File: config.mk
export PLATFORM = sky130hd
export DESIGN_NAME = misex2_cmd_sequencer
export DESIGN_NICKNAME = d
export VERILOG_FILES = /design/src/rtl/misex2_cmd_sequencer.sv
export SDC_FILE = /design/constraint.sdc
export NUM_CORES = 1
export LEC_CHECK = 0
export BUFFER_PORTS_ARGS = -buffer_cell sky130_fd_sc_hd__buf_4
export CAP_MARGIN = 20
export CORE_MARGIN = 8
export CORE_UTILIZATION = 42
export CTS_CLUSTER_DIAMETER = 100
export DETAILED_ROUTE_END_ITERATION = 8
export GPL_TIMING_DRIVEN = 0
export PLACE_DENSITY_LB_ADDON = 0.25
export SLEW_MARGIN = 20
export SYNTH_ARGS = -nofsm -noshare
export SYNTH_HDL_FRONTEND = slang
export SYNTH_SLANG_ARGS = --single-unit
File: constraint.sdc
create_clock -name clk -period 5.5 [get_ports clk]
set_input_delay 0.55 -clock clk [delete_from_list [all_inputs] [get_ports clk]]
set_output_delay 0.55 -clock clk [all_outputs]
set_load 0.01 [all_outputs]
File: src/rtl/misex2_cmd_sequencer.sv
// ---------------------------------------------------------------------------
// misex2_cmd_sequencer
//
// Takes the 18 decoded lines of the misex2 PLA as one vector per transaction,
// queues vectors in a small FIFO, and serialises each asserted line into its
// own 5-bit command code (lowest index first) on a valid/ready port.
//
// Ports:
//   clk         rising-edge clock
//   rst_n       asynchronous active-low reset
//   dec_in      decoded vector, bit i = PLA output line i
//   in_valid    dec_in is valid
//   in_ready    FIFO can accept a vector (not full)
//   out_valid   a command is presented
//   out_code    index (0..17) of the line being issued
//   out_last    final command of the current vector
//   out_ready   consumer accepts the command
//   busy        work register occupied or FIFO non-empty
//   fifo_level  number of vectors stored in the FIFO
//   cmd_cnt     commands issued (wraps)
//   drop_cnt    all-zero vectors discarded (saturates at 255)
// ---------------------------------------------------------------------------
module misex2_cmd_sequencer #(
    parameter int DEPTH = 4,
    parameter int CNT_W = 16
) (
    input  logic                     clk,
    input  logic                     rst_n,
    input  logic [17:0]              dec_in,
    input  logic                     in_valid,
    output logic                     in_ready,
    output logic                     out_valid,
    output logic [4:0]               out_code,
    output logic                     out_last,
    input  logic                     out_ready,
    output logic                     busy,
    output logic [$clog2(DEPTH):0]   fifo_level,
    output logic [CNT_W-1:0]         cmd_cnt,
    output logic [7:0]               drop_cnt
);

    localparam int AW = $clog2(DEPTH);
    localparam int PW = AW + 1;

    typedef enum logic {
        IDLE  = 1'b0,
        ISSUE = 1'b1
    } state_t;

    state_t            state_reg, state_next;
    logic [17:0]       mem [DEPTH];
    logic [PW-1:0]     wptr_reg, wptr_next;
    logic [PW-1:0]     rptr_reg, rptr_next;
    logic [PW-1:0]     level_reg;
    logic [17:0]       wr_reg, wr_next;
    logic [CNT_W-1:0]  cmd_cnt_reg, cmd_cnt_next;
    logic [7:0]        drop_cnt_reg, drop_cnt_next;

    logic              empty, full, push, pop;
    logic [17:0]       head;
    logic [4:0]        low_idx;
    logic              one_bit;

    // Pointers carry one extra wrap bit so full and empty are distinguishable.
    assign empty = (wptr_reg == rptr_reg);
    assign full  = (wptr_reg[AW] != rptr_reg[AW]) &&
                   (wptr_reg[AW-1:0] == rptr_reg[AW-1:0]);

    // No bypass: a full FIFO refuses a push even while it is being popped.
    assign push  = in_valid && !full;
    assign pop   = (state_reg == IDLE) && !empty;
    assign head  = mem[rptr_reg[AW-1:0]];

    assign wptr_next = wptr_reg + PW'(push);
    assign rptr_next = rptr_reg + PW'(pop);

    // Vector storage carries no reset; only the pointers define its contents.
    always_ff @(posedge clk) begin
        if (push) begin
            mem[wptr_reg[AW-1:0]] <= dec_in;
        end
    end

    // Lowest set bit of the work register.
    always_comb begin
        low_idx = 5'd0;
        for (int i = 17; i >= 0; i--) begin
            if (wr_reg[i]) begin
                low_idx = 5'(i);
            end
        end
    end

    // Exactly one bit left (wr is never zero while issuing).
    assign one_bit = ((wr_reg & (wr_reg - 18'd1)) == 18'd0);

    always_comb begin
        state_next    = state_reg;
        wr_next       = wr_reg;
        cmd_cnt_next  = cmd_cnt_reg;
        drop_cnt_next = drop_cnt_reg;
        case (state_reg)
            IDLE: begin
                if (pop) begin
                    wr_next = head;
                    if (head != 18'd0) begin
                        state_next = ISSUE;
                    end else if (drop_cnt_reg != 8'hFF) begin
                        drop_cnt_next = drop_cnt_reg + 8'd1;
                    end
                end
            end
            ISSUE: begin
                if (out_ready) begin
                    // x & (x-1) clears the lowest set bit, i.e. the one just issued.
                    wr_next      = wr_reg & (wr_reg - 18'd1);
                    cmd_cnt_next = cmd_cnt_reg + 1'b1;
                    if (one_bit) begin
                        state_next = IDLE;
                    end
                end
            end
            default: state_next = IDLE;
        endcase
    end

    always_ff @(posedge clk or negedge rst_n) begin
        if (!rst_n) begin
            state_reg    <= IDLE;
            wptr_reg     <= '0;
            rptr_reg     <= '0;
            level_reg    <= '0;
            wr_reg       <= '0;
            cmd_cnt_reg  <= '0;
            drop_cnt_reg <= '0;
        end else begin
            state_reg    <= state_next;
            wptr_reg     <= wptr_next;
            rptr_reg     <= rptr_next;
            level_reg    <= wptr_next - rptr_next;
            wr_reg       <= wr_next;
            cmd_cnt_reg  <= cmd_cnt_next;
            drop_cnt_reg <= drop_cnt_next;
        end
    end

    // All command outputs derive from registers only; out_ready never feeds them.
    assign out_valid  = (state_reg == ISSUE);
    assign out_code   = (state_reg == ISSUE) ? low_idx : 5'd0;
    assign out_last   = (state_reg == ISSUE) && one_bit;
    assign in_ready   = !full;
    assign busy       = (state_reg == ISSUE) || !empty;
    assign fifo_level = level_reg;
    assign cmd_cnt    = cmd_cnt_reg;
    assign drop_cnt   = drop_cnt_reg;

endmodule

* Word level (Yosys, flattened, before mapping) *
Memories as Yosys holds them, arrays and structs flattened.
Index checks and enable logic that the tools add are counted.

word-level totals
  output and inout bits = 36
  bits in registers = 52
  bits in latches = 0
  bits in read-only memories = 0
  bits of input ports = 22
  bits in writable memories = 72
  memories = 1

memories
  memory  depth  bits a word  rd ports  clocked after Yosys merged registers in  wr ports  RTL line  source
  mem     4      18           1         0                                        1         51        logic [17:0] mem [DEPTH];

cells by class
  shift-type cells = 0
  bitwise logic cells = 3
  reduce and logical (&&, ||, !) cells = 12
  add/sub/neg operators = 6
  magnitude comparators = 0
  eq/ne operators = 6
  multipliers = 0
  muxes and demuxes = 29
  div/mod/pow operators = 0

operators with widths
  kind                     count
  $mux W5                  19
  $mux W18                 2
  $pmux W18 S2             1
  $and A18 B18 Y18         1
  $logic_not A18 Y1        1
  $reduce_bool A18 Y1      1
  $sub A18 B1 Y18 const B  1
  $add A16 B1 Y16 const B  1
  $add A8 B1 Y8 const B    1
  $ne A8 B8 Y1 const B     1
  $add A3 B1 Y3            2
  $mux W1                  6
  $logic_and A1 B1 Y1      4
  $ne A2 B2 Y1 const B     2
  $reduce_and A2 Y1        2
  $reduce_and A4 Y1        1
  $eq A3 B3 Y1             1
  $sub A3 B3 Y3            1
  $eq A2 B2 Y1             1
  $logic_not A1 Y1         2
  $not A1 Y1               2
  $pmux W1 S2              1
  $logic_or A1 B1 Y1       1
  $ne A1 B1 Y1             1

* Longest topological paths before layout *
Gate-level depths: netlist of the first run.

  depth after elaboration = 19
  gate-level depth with buffers = 11
  gate-level depth less buffers = 10

* Least setup slack after synthesis of the first run *
OpenSTA, ideal clock, no wires.

  path kind = register -> register
  start point = register rptr_reg[1]
  end point = memory mem[0][0], enable pin
  setup slack = 2.556 ns
  arrival = 2.524 ns
  cell stages (with the launch flop) = 7
  period minus slack after synthesis = 2.944 ns
  path buffers = 1
  path through = dfrtp_1 > buf_2 > xor2_1 > nor2_1 > nand2_1 > and2_0 > nor3b_1

on the way
  cells in the longest elaborated chain, start to end = 6

RTL lines
  item                           RTL line  source
  from (decl)                    53        logic [PW-1:0] rptr_reg, rptr_next;
  from (signal assigned)         139       rptr_reg <= rptr_next;
  $eq A2 B2 Y1                   67        (wptr_reg[AW-1:0] == rptr_reg[AW-1:0]);
  $logic_and A1 B1 Y1            66        assign full = (wptr_reg[AW] != rptr_reg[AW]) &&
  $logic_not A1 Y1               n/a
  net in_ready                   31        output logic in_ready,
  $logic_and A1 B1 Y1            70        assign push = in_valid && !full;
  $mux W1                        79        if (push) begin
  $mux W1 (not written as such)  80        mem[wptr_reg[AW-1:0]] <= dec_in;
  to (decl)                      51

The timed path passes the listed nets, and every way through them passes these cells.

* Worst setup path after layout of the first run *
  start point = register wr_reg[10]
  end point = output out_last

on the way
  cells in the longest elaborated chain, start to end = 4

RTL lines
  item                    RTL line  source
  from (decl)             55        logic [17:0] wr_reg, wr_next;
  from (signal assigned)  141       wr_reg <= wr_next;
  $sub A18 B1 Y18         95        assign one_bit = ((wr_reg & (wr_reg - 18'd1)) == 18'd0);
  $and A18 B18 Y18 *      95
  $logic_not A18 Y1 *     95
  $logic_and A1 B1 Y1 *   150       assign out_last = (state_reg == ISSUE) && one_bit;
  to (decl)               34        output logic out_last,

Every way passes the cells marked *; elsewhere a longest branch is shown, timed or not.

==> metrics, run 1 <==
status finished, final reports clean; Worst-path clk slew around 0.060 ns; Synth Area in Compound Gates ~6.8%; CTS hold repair buffers 0; Layout area overhead 24.17%; Simple-Gate Fraction of Synth Area between 10% and 20%; routed length per instance ~18 um; Initial DRC Count 211; Synth Warn # 0; LEAKAGE 0.002771 uW; max-slew violations 0; CP Launch Type flip-flop; TritonRoute pass-1 iters 4; mux contribution to synthesized area approximately a tenth; residual DRC count 0; Post-CTS Setup Bufs 0; clk_lat worst skew 0.42 ns; Worst Tran Pin Value ~0.95 ns; Cell Area, Synth ~5500 um^2; Synth Register Bits about 120; initial antenna violation count 0; # clock sinks about 120; vias in the first global route about 3700; DRT Wirelength approximately 12000 um; Seq/Total Area, Yosys 62.77%; Final setup viols 0; CTS Root Cell clkbuf_16; fraction of layout cells with a size suffix above 1 around a quarter; via count ~3600; CTS tree built; Die Y 130.6 um; Crit Path Category flip-flop to output pin; Placement Rows between 40 and 50; gpl congestion between 0.9 and 1; Power Density between 500 and 600 nW/um^2; Setup crit end kind output pin; crit path DAT roughly 3.1 ns; post-synth top area share ~39%; Achievable Freq between 0.2 and 0.3 GHz; IO Pins a little under 60; main flop type after synthesis edfxtp_1; Rel. slew slack about 37%; RR Endpoint drop_cnt[1]$_DFFE_PN0P_; CP startpoint wr_reg[10]$_DFFE_PN0P_; Max FO, Critical Path 9; worst min path class input port to asynchronous set/reset pin; I/O Buffers 57; maximum root-to-sink buffer count 2; FF-to-FF Start rptr_reg[1]$_DFF_PN0_; EDFF count, synth 72; Worst R2R Setup Slack ~2.3 ns; Synth Area per Inst roughly 14 um^2; Die Area between 15000 and 20000 um^2; Antenna Violating Nets Remaining 0; largest family of logic cells by synthesized area simple AND/OR/NAND/NOR gates; Synth top cells by count 72 x edfxtp_1, 52 x dfrtp_1, 27 x o21ai_0; Final Hold Fails 0; setup TNS 0 ns; post-route insts no fill around 670; Layout Nets roughly 510; total CTS buffers 17; Mapped Cells 399; largest net degree at the start of global routing 53; Post-Synth XOR/XNOR Area under 10%; Die X approximately 130 um; placed insts 636; Synth area leader edfxtp_1; overall global routing resource usage between 15 and 20%; core area ~13000 um^2; unrepaired setup endpoints after global routing false; cells on worst reg2reg path 7; Worst EP required a little under 5 ns; grt ovf 0; post-layout min period about 3.7 ns; synthesized-area fraction occupied by adder cells about 2.1%; via/cell ratio roughly 5.4; fin crit share ~67%; most frequent cell after synthesis edfxtp_1; ranking of synthesized cells by area edfxtp_1 39%, dfrtp_1 24%, mux4_2 6.1%, xnor2_1 2.9%, mux2i_1 2.5%; global-route wire length before repair 19490 um; Worst VDD drop 433.6 uV; HPWL Detailed approximately 8500 um; Starting Density 42.34%; max reg flops 72; Antenna diodes 0; Synth cell types slightly below 50; Final Skew 0.006828 ns; syn nets 429; Resize count post-CTS 0; asr flop ratio synth roughly two fifths; htree depth 4; # Max-Cap Violations 0
[worst max-delay path, cell delays in order (launching register included)]
cell and delay (ns):
dfrtp_1 0.36, clkbuf_1 0.21, or4_1 0.61, nor3_2 0.35, nand2_1 0.14, maj3_1 0.41, nor4_1 0.43, buf_4 0.21
[where the power goes]
group	switching (uW)	internal [uW]	total, uW
sequential	143	1240	1380
combinational	829	646	1470
clock	429	735	1160
[cell usage in the layout, fill, tap and decap left out, drive strengths merged, types with 4 or more instances in the layout]
cell type,instances
ha,7
xor2,11
o21ai,27
or2,4
edfxtp,72
nor2,24
mux2i,14
nand4,6
o211ai,11
dfrtp,52
mux4,18
buf,65
a21oi,12
inv,16
nor4,11
clkbuf,34
and3,5
xnor2,18
nand3,21
clkinv,4
nand2,22
[cells by family after synthesis]
group | after synthesis
flip-flops | 124
AND/OR/NAND/NOR | 110
AO/OA/AOI/OAI | 62
multiplexers | 34
buffers and inverters | 31
XOR/XNOR | 29
adder cells (fa/ha/maj) | 9
[how the worst max path moves through the flow]
stage / to / slack [ns] / depth (start not counted)
global placement: mem[0][5]$_DFFE_PP_ / 1.41 / 6
floorplan: mem[0][0]$_DFFE_PP_ / 2.56 / 6
CTS: out_last / 1.82 / 6
detailed placement: drop_cnt[1]$_DFFE_PN0P_ / 2.23 / 7
finish: out_last / 1.81 / 7
global route: out_last / 1.73 / 7
[final cells by class]
class | instances | area [um^2]
Tap cell | 176 | 220.2
Sequential cell | 124 | 3463
Multi-Input combinational cell | 244 | 1934
Timing Repair Buffer | 61 | 473.0
Clock buffer | 18 | 439.2
Inverter | 11 | 41.29
Fill cell | 1105 | 6181
Buffer | 20 | 95.09
Clock inverter | 14 | 185.2
[layer usage]
layer,GRT usage [%],share of wire [%],vias to the layer above
met5,0,0,-
met4,6.820,1.1,0
met1,18.74,44,1783
met2,25.34,48,97
met3,3.896,6.2,16
li1,-,-,1683
[per-stage QoR]
stage	total power (uW)	hold slack [ns]	util, %	setup slack, ns	area, um^2
floorplan	2360	0.2544	-	2.556	5518
global placement	2824	0.4651	47.31	1.406	6166
detailed placement	2873	0.4648	47.73	2.231	6221
CTS	4054	0.1873	52.53	1.823	6845
global route	4243	0.2161	52.57	1.728	6852
finish	4019	0.1790	52.57	1.812	6852
Note: power is estimated with default switching activity, not from simulation.
==> inputs of run 2 (changes only) <==
==> constraint.sdc (replaced) <==
create_clock -name clk -period 3.17 [get_ports clk]
set_input_delay 0.317 -clock clk [delete_from_list [all_inputs] [get_ports clk]]
set_output_delay 0.317 -clock clk [all_outputs]
set_load 0.01 [all_outputs]
==> metrics, run 2 (same netlist as run 1, synthesis figures left out) <==
status finished, final reports clean; Worst R2R Setup Slack 0.16 ns (-2.15 ns); gpl congestion 0.9467 (unchanged); post-route insts no fill 669 (+0.15%); Layout Nets 510 (+0.20%); Initial DRC Count 195 (-7.6%); grt peak-use layer met2; # Max-Cap Violations 0 (unchanged); most frequent cells in the layout 72 x edfxtp_1, 63 x buf_4, 50 x dfrtp_1; LEAKAGE 0.002797 uW (+0.96%); via count 3592 (+0.36%); met3 usage 4.018% (+0.12 points); most common library cell in the layout ignoring fill and taps edfxtp_1; met1 usage 18.69% (-0.047 points); CTS tree built; maximum root-to-sink buffer count 2 (unchanged); fin util 53.05% (+0.48 points); Rel. slew slack 36.89% (+0.14 points); fillers 1100 (-0.45%); Placement Rows 42 (unchanged); critical path cell sequence or4_4, or3_1, a22o_1, a211o_1, nor4_4, buf_4; Layout area overhead 25.31%; worst min path class input port to flip-flop; grt ovf 0 (unchanged); Setup crit end kind output pin; area post-placement 6221 um^2 (unchanged); placed insts 636 (unchanged); max-slew violations 0 (unchanged); TritonRoute pass-1 iters 5 (+1); total CTS buffers 17 (unchanged); # clock sinks 124 (unchanged); Antenna Violating Nets Remaining 0 (unchanged); core area 13030 um^2 (unchanged); largest net degree at the start of global routing 53 (unchanged); Worst EP required 2.85 ns (-2.10 ns); CP startpoint wr_reg[2]$_DFFE_PN0P_; residual DRC count 0 (unchanged); Power Density 1023 nW/um^2 (+74%); global-route wire length before repair 19710 um (+1.1%); overall global routing resource usage 15.54% (+0.18 points); DRT Wirelength 12200 um (+0.86%); I/O Buffers 57 (unchanged); via/cell ratio 5.369 (+0.21%); setup TNS 0 ns (unchanged); Worst path slowest cell or4_4; Final setup viols 0 (unchanged); CP Launch Type flip-flop; Achievable Freq around 0.32 GHz; Largest stage delay, worst path 0.57 ns (-0.04 ns); fraction of layout cells with a size suffix above 1 27.59% (+2.4 points); Die Area 17060 um^2 (unchanged); fin crit share 97.20%; Multi-input gate area 1968 um^2 (+1.7%); Worst VDD drop 753.1 uV (+74%); Final Hold Fails 0 (unchanged); register area 3466 um^2 (about the same); Worst Tran Pin Value 0.9467 ns (-0.002121 ns); vias in the first global route 3715 (+1.6%); CTS Root Cell clkbuf_16; HP Start dec_in[3]; FF-to-FF Start rptr_reg[1]$_DFF_PN0_; HPWL Detailed 8483 um (unchanged); initial antenna violation count 0 (unchanged); Die Y 130.6 um (unchanged); Die X 130.6 um (unchanged); Final Skew 0.007714 ns (+0.0008863 ns); IO Pins 58 (unchanged); routed length per instance 18.24 um (+0.71%); Worst-path clk slew 0.06 ns (about the same); max reg flops 72 (unchanged); clk_lat worst skew 0.42 ns (about the same); GR Layer Usage met2 25.74% (+0.39 points); htree depth 4 (unchanged); post-layout min period 3.081 ns; Antenna diodes 0 (unchanged); Crit Path Category flip-flop to output pin; crit path DAT 2.76 ns (-0.38 ns); Finished Cell Area 6914 um^2 (+0.91%); Max FO, Critical Path 8 (-1); Starting Density 42.34% (unchanged)
-- run 2: cell count changes in the layout (fill, tap and decap cells not counted), sizes merged --
cell         change
buf              +4
clkbuf           -4
dlygate4sd3      +1
-- run 2: layout make-up --
type	count	area share (%)
Multi-Input combinational cell	244	28.47
Timing Repair Buffer	66	7.419
Clock buffer	18	6.352
Buffer	16	1.176
Tap cell	176	3.185
Sequential cell	124	50.13
Inverter	11	0.5972
Clock inverter	14	2.678
-- run 2: metal layers --
metal	vias up	share of wire, %	wire length (um)
met5	-	0	0
met4	0	0.99	121
met3	12	6.6	809
met2	120	49	5959
met1	1777	44	5313
li1	1683	-	-
-- run 2: worst max-delay path, delay by kind of cell, from the launching register on --
family          cells  cell delay, ns
buf+inv             1            0.17
simple gates        3            1.22
compound gates      2            0.50
flops               1            0.46
-- run 2: metrics by stage --
stage	hold WS, ns	total power (uW)	worst slack [ns]
floorplan	0.02141	4095	0.2260
global placement	0.4041	4900	-0.9236
CTS	0.07963	7081	-0.02992
global route	0.08104	7467	-0.003356
detailed placement	0.4079	4985	-0.09949
finish	0.09645	7071	0.08880
-- run 2: repair_timing --
item	in CTS	in global routing
gates resized for setup	6	5
endpoints found under the setup margin	8	1
hold buffers	1	0
pin swaps	1	2
gates cloned	0	0
buffers inserted	0	4
endpoints found under the hold margin	52	0
-- run 2: final timing paths --
check                                          end  cells after the start
min reg2reg                cmd_cnt[15]$_DFFE_PN0P_                      1
min                            mem[3][3]$_DFFE_PP_                      1
max reg2reg                fifo_level[2]$_DFF_PN0_                     10
max                                       out_last                      6
min in group asynchronous      out_valid$_DFF_PN0_                      2
max in group asynchronous    wr_reg[3]$_DFFE_PN0P_                      2
-- run 2: power breakdown --
part,switching [uW],internal (uW),total [uW]
combinational,1440,1180,2620
sequential,292,2150,2440
clock,741,1280,2020
total,2470,4600,7070
==> inputs of run 3 (changes only) <==
==> constraint.sdc (replaced) <==
create_clock -name clk -period 2.6 [get_ports clk]
set_input_delay 0.26 -clock clk [delete_from_list [all_inputs] [get_ports clk]]
set_output_delay 0.26 -clock clk [all_outputs]
set_load 0.01 [all_outputs]
==> metrics, run 3 (same netlist as run 1, synthesis figures left out) <==
Top delay family on crit path simple AND/OR/NAND/NOR gates; Initial DRC Count 244 (+25%); Antenna Violating Nets Remaining 0 (unchanged); worst min path class input port to flip-flop; GR Layer Usage met2 25.77% (+0.030 points); I/O Buffers 57 (unchanged); # clock sinks 124 (unchanged); grt peak-use layer met2; post-route insts no fill 694 (+3.7%); Finished Cell Area 7328 um^2 (+6.0%); Largest stage delay, worst path 0.53 ns (-0.04 ns); crit path DAT 2.68 ns (-0.08 ns); clk_lat worst skew 0.42 ns (about the same); Logic pwr share 43.6% (+6.6 points); DRT Wirelength 12940 um (+6.0%); sequential share of power 31.9% (-2.6 points); Die Area 17060 um^2 (unchanged); Final Hold Fails 0 (unchanged); CP Launch Type flip-flop; htree depth 4 (unchanged); Crit Path Category flip-flop to output pin; Placement Rows 42 (unchanged); met1 usage 19.04% (+0.35 points); WP buf/inv 1 (unchanged); unrepaired setup endpoints after global routing true; Die Y 130.6 um (unchanged); LEAKAGE 0.002950 uW (+5.5%); Rel. slew slack 46.34% (+9.5 points); Achievable Freq ~0.34 GHz; largest net degree at the start of global routing 53 (unchanged); vias in the first global route 3846 (+3.5%); area post-placement 6231 um^2 (+0.16%); placed insts 635 (-0.16%); max reg flops 72 (unchanged); Net Sw Frac 36.31% (+1.3 points); initial antenna violation count 0 (unchanged); Worst path slowest cell or4_4; Worst Tran Pin Value 0.8048 ns (-0.1418 ns); Die X 130.6 um (unchanged); WHS Path Cells 1 (unchanged); switching power of the nets 3466 uW (+40%); most common library cell in the layout ignoring fill and taps buf_4; core area 13030 um^2 (unchanged); routed length per instance 18.64 um (+2.2%); Setup crit end kind output pin; via/cell ratio 5.366 (about the same); total CTS buffers 17 (unchanged); Worst-path clk slew 0.06 ns (about the same); Power, Total 9546 uW (+35%); Final setup viols 2 (+2); HPWL Detailed 8388 um (-1.1%); global-route wire length before repair 20100 um (+2.0%); via count 3724 (+3.7%); cells on worst reg2reg path 10 (unchanged); post-layout min period between 2 and 3 ns; pre-CTS setup slack -0.5668 ns (-0.4673 ns); Clock power frac 24.5% (-4.0 points); CP Depth 6 (unchanged); CTS tree built; internal power 6080 uW (+32%); Layout Nets 535 (+4.9%); Power Density 1303 nW/um^2 (+27%); Starting Density 42.34% (unchanged); Worst VDD drop 607.1 uV (-19%); met3 usage 5.398% (+1.4 points); Worst EP required 2.34 ns (-0.51 ns); # Max-Cap Violations 0 (unchanged); setup ws final -0.3370 ns (-0.4258 ns); Layout area overhead 32.81%; TritonRoute pass-1 iters 4 (-1); status complete, but fails checks; Antenna diodes 0 (unchanged); overall global routing resource usage 15.87% (+0.33 points); max-slew violations 0 (unchanged); fraction of layout cells with a size suffix above 1 37.07% (+9.5 points); fin crit share 113.0%; Max FO, Critical Path 5 (-3); maximum root-to-sink buffer count 2 (unchanged); most frequent cells in the layout 84 x buf_4, 72 x edfxtp_1, 44 x dfrtp_1; failing checks negative setup slack; residual DRC count 0 (unchanged); Final Skew 0.008072 ns (+0.0003585 ns); grt ovf 0 (unchanged); hold slack 0.03614 ns (-0.06031 ns); IO Pins 58 (unchanged); CTS Root Cell clkbuf_16; critical path cell sequence or4_4, o41a_1, o22ai_2, nand4_1, nor4_4, buf_4; gpl congestion 0.8919 (-5.8%)
run 3: cell types whose count changed in the layout (fill, tap and decap cells not counted), moves of 3 or more:
| cell | change |
|---|---|
| clkinvlp_4 | +3 |
| clkbuf_1 | -5 |
| nor4_4 | +5 |
| nor4_1 | -4 |
| ha_4 | +3 |
| buf_6 | +6 |
| mux4_2 | +3 |
| dfrtp_1 | -6 |
| dfrtp_2 | +6 |
| mux4_1 | -3 |
| ha_1 | -3 |
| buf_4 | +21 |
run 3: power groups by stage:
stage               clock network (uW)  logic, uW  registers, uW
global route                      2490       4500           3110
CTS                               2380       3400           2980
detailed placement                   0       3150           2950
finish                            2340       4160           3040
floorplan                            0       2130           2900
global placement                     0       3080           2930
run 3: layer usage:
metal / share of wire [%] / vias up
met1: 43 / 1869
met3: 6.3 / 18
met4: 1.6 / 0
met5: 0 / -
met2: 49 / 105
li1: - / 1732
run 3: per-stage QoR:
| step | TNS (ns) | utilization (%) |
|---|---|---|
| 3_3_place_gp | -23.48 | 47.47 |
| 6_report | -0.3817 | 56.23 |
| 5_1_grt | -0.7250 | 56.23 |
| 3_5_place_dp | -4.581 | 47.81 |
| 4_1_cts | -0.4492 | 53.86 |
| 2_1_floorplan | 0 | - |
run 3: final cells by class:
cell class              instances  area [um^2]
clock buffers                  17        425.4
well taps                     176        220.2
plain buffers                  14        120.1
inverters                      11        41.29
clock inverters                15        165.2
flip-flops and latches        124         3473
fillers                      1095         5704
repair buffers                 93        758.2
multi-input cells             244         2125
run 3: final timing paths:
| kind | start | to | slack (ns) |
|---|---|---|---|
| setup / recovery | wr_reg[7]$_DFFE_PN0P_ | out_last | -0.34 |
| hold / removal | dec_in[2] | mem[3][2]$_DFFE_PP_ | 0.04 |
| setup reg to reg | rptr_reg[0]$_DFF_PN0_ | fifo_level[2]$_DFF_PN0_ | -0.04 |
| hold reg to reg | cmd_cnt[15]$_DFFE_PN0P_ | cmd_cnt[15]$_DFFE_PN0P_ | 0.47 |
| max in group asynchronous | rst_n | wr_reg[1]$_DFFE_PN0P_ | 1.68 |
| min in group asynchronous | rst_n | cmd_cnt[10]$_DFFE_PN0P_ | 0.42 |
run 3: repair_timing:
| item | in CTS | in global routing |
|---|---|---|
| hold buffers | 1 | 0 |
| setup endpoints to repair | 15 | 32 |
| setup buffers | 9 | 21 |
| pin swaps | 7 | 19 |
| gates resized for setup | 28 | 33 |
| endpoints found under the hold margin | 52 | 0 |
| cloned | 0 | 2 |
run 3: worst register-to-register path, delay by kind of cell (launching register included):
kind | cells | cell delay (ns)
adder cells (fa/ha/maj) | 3 | 0.76
AND/OR/NAND/NOR | 2 | 0.57
flip-flops | 1 | 0.46
XOR/XNOR | 3 | 0.44
buffers and inverters | 2 | 0.30
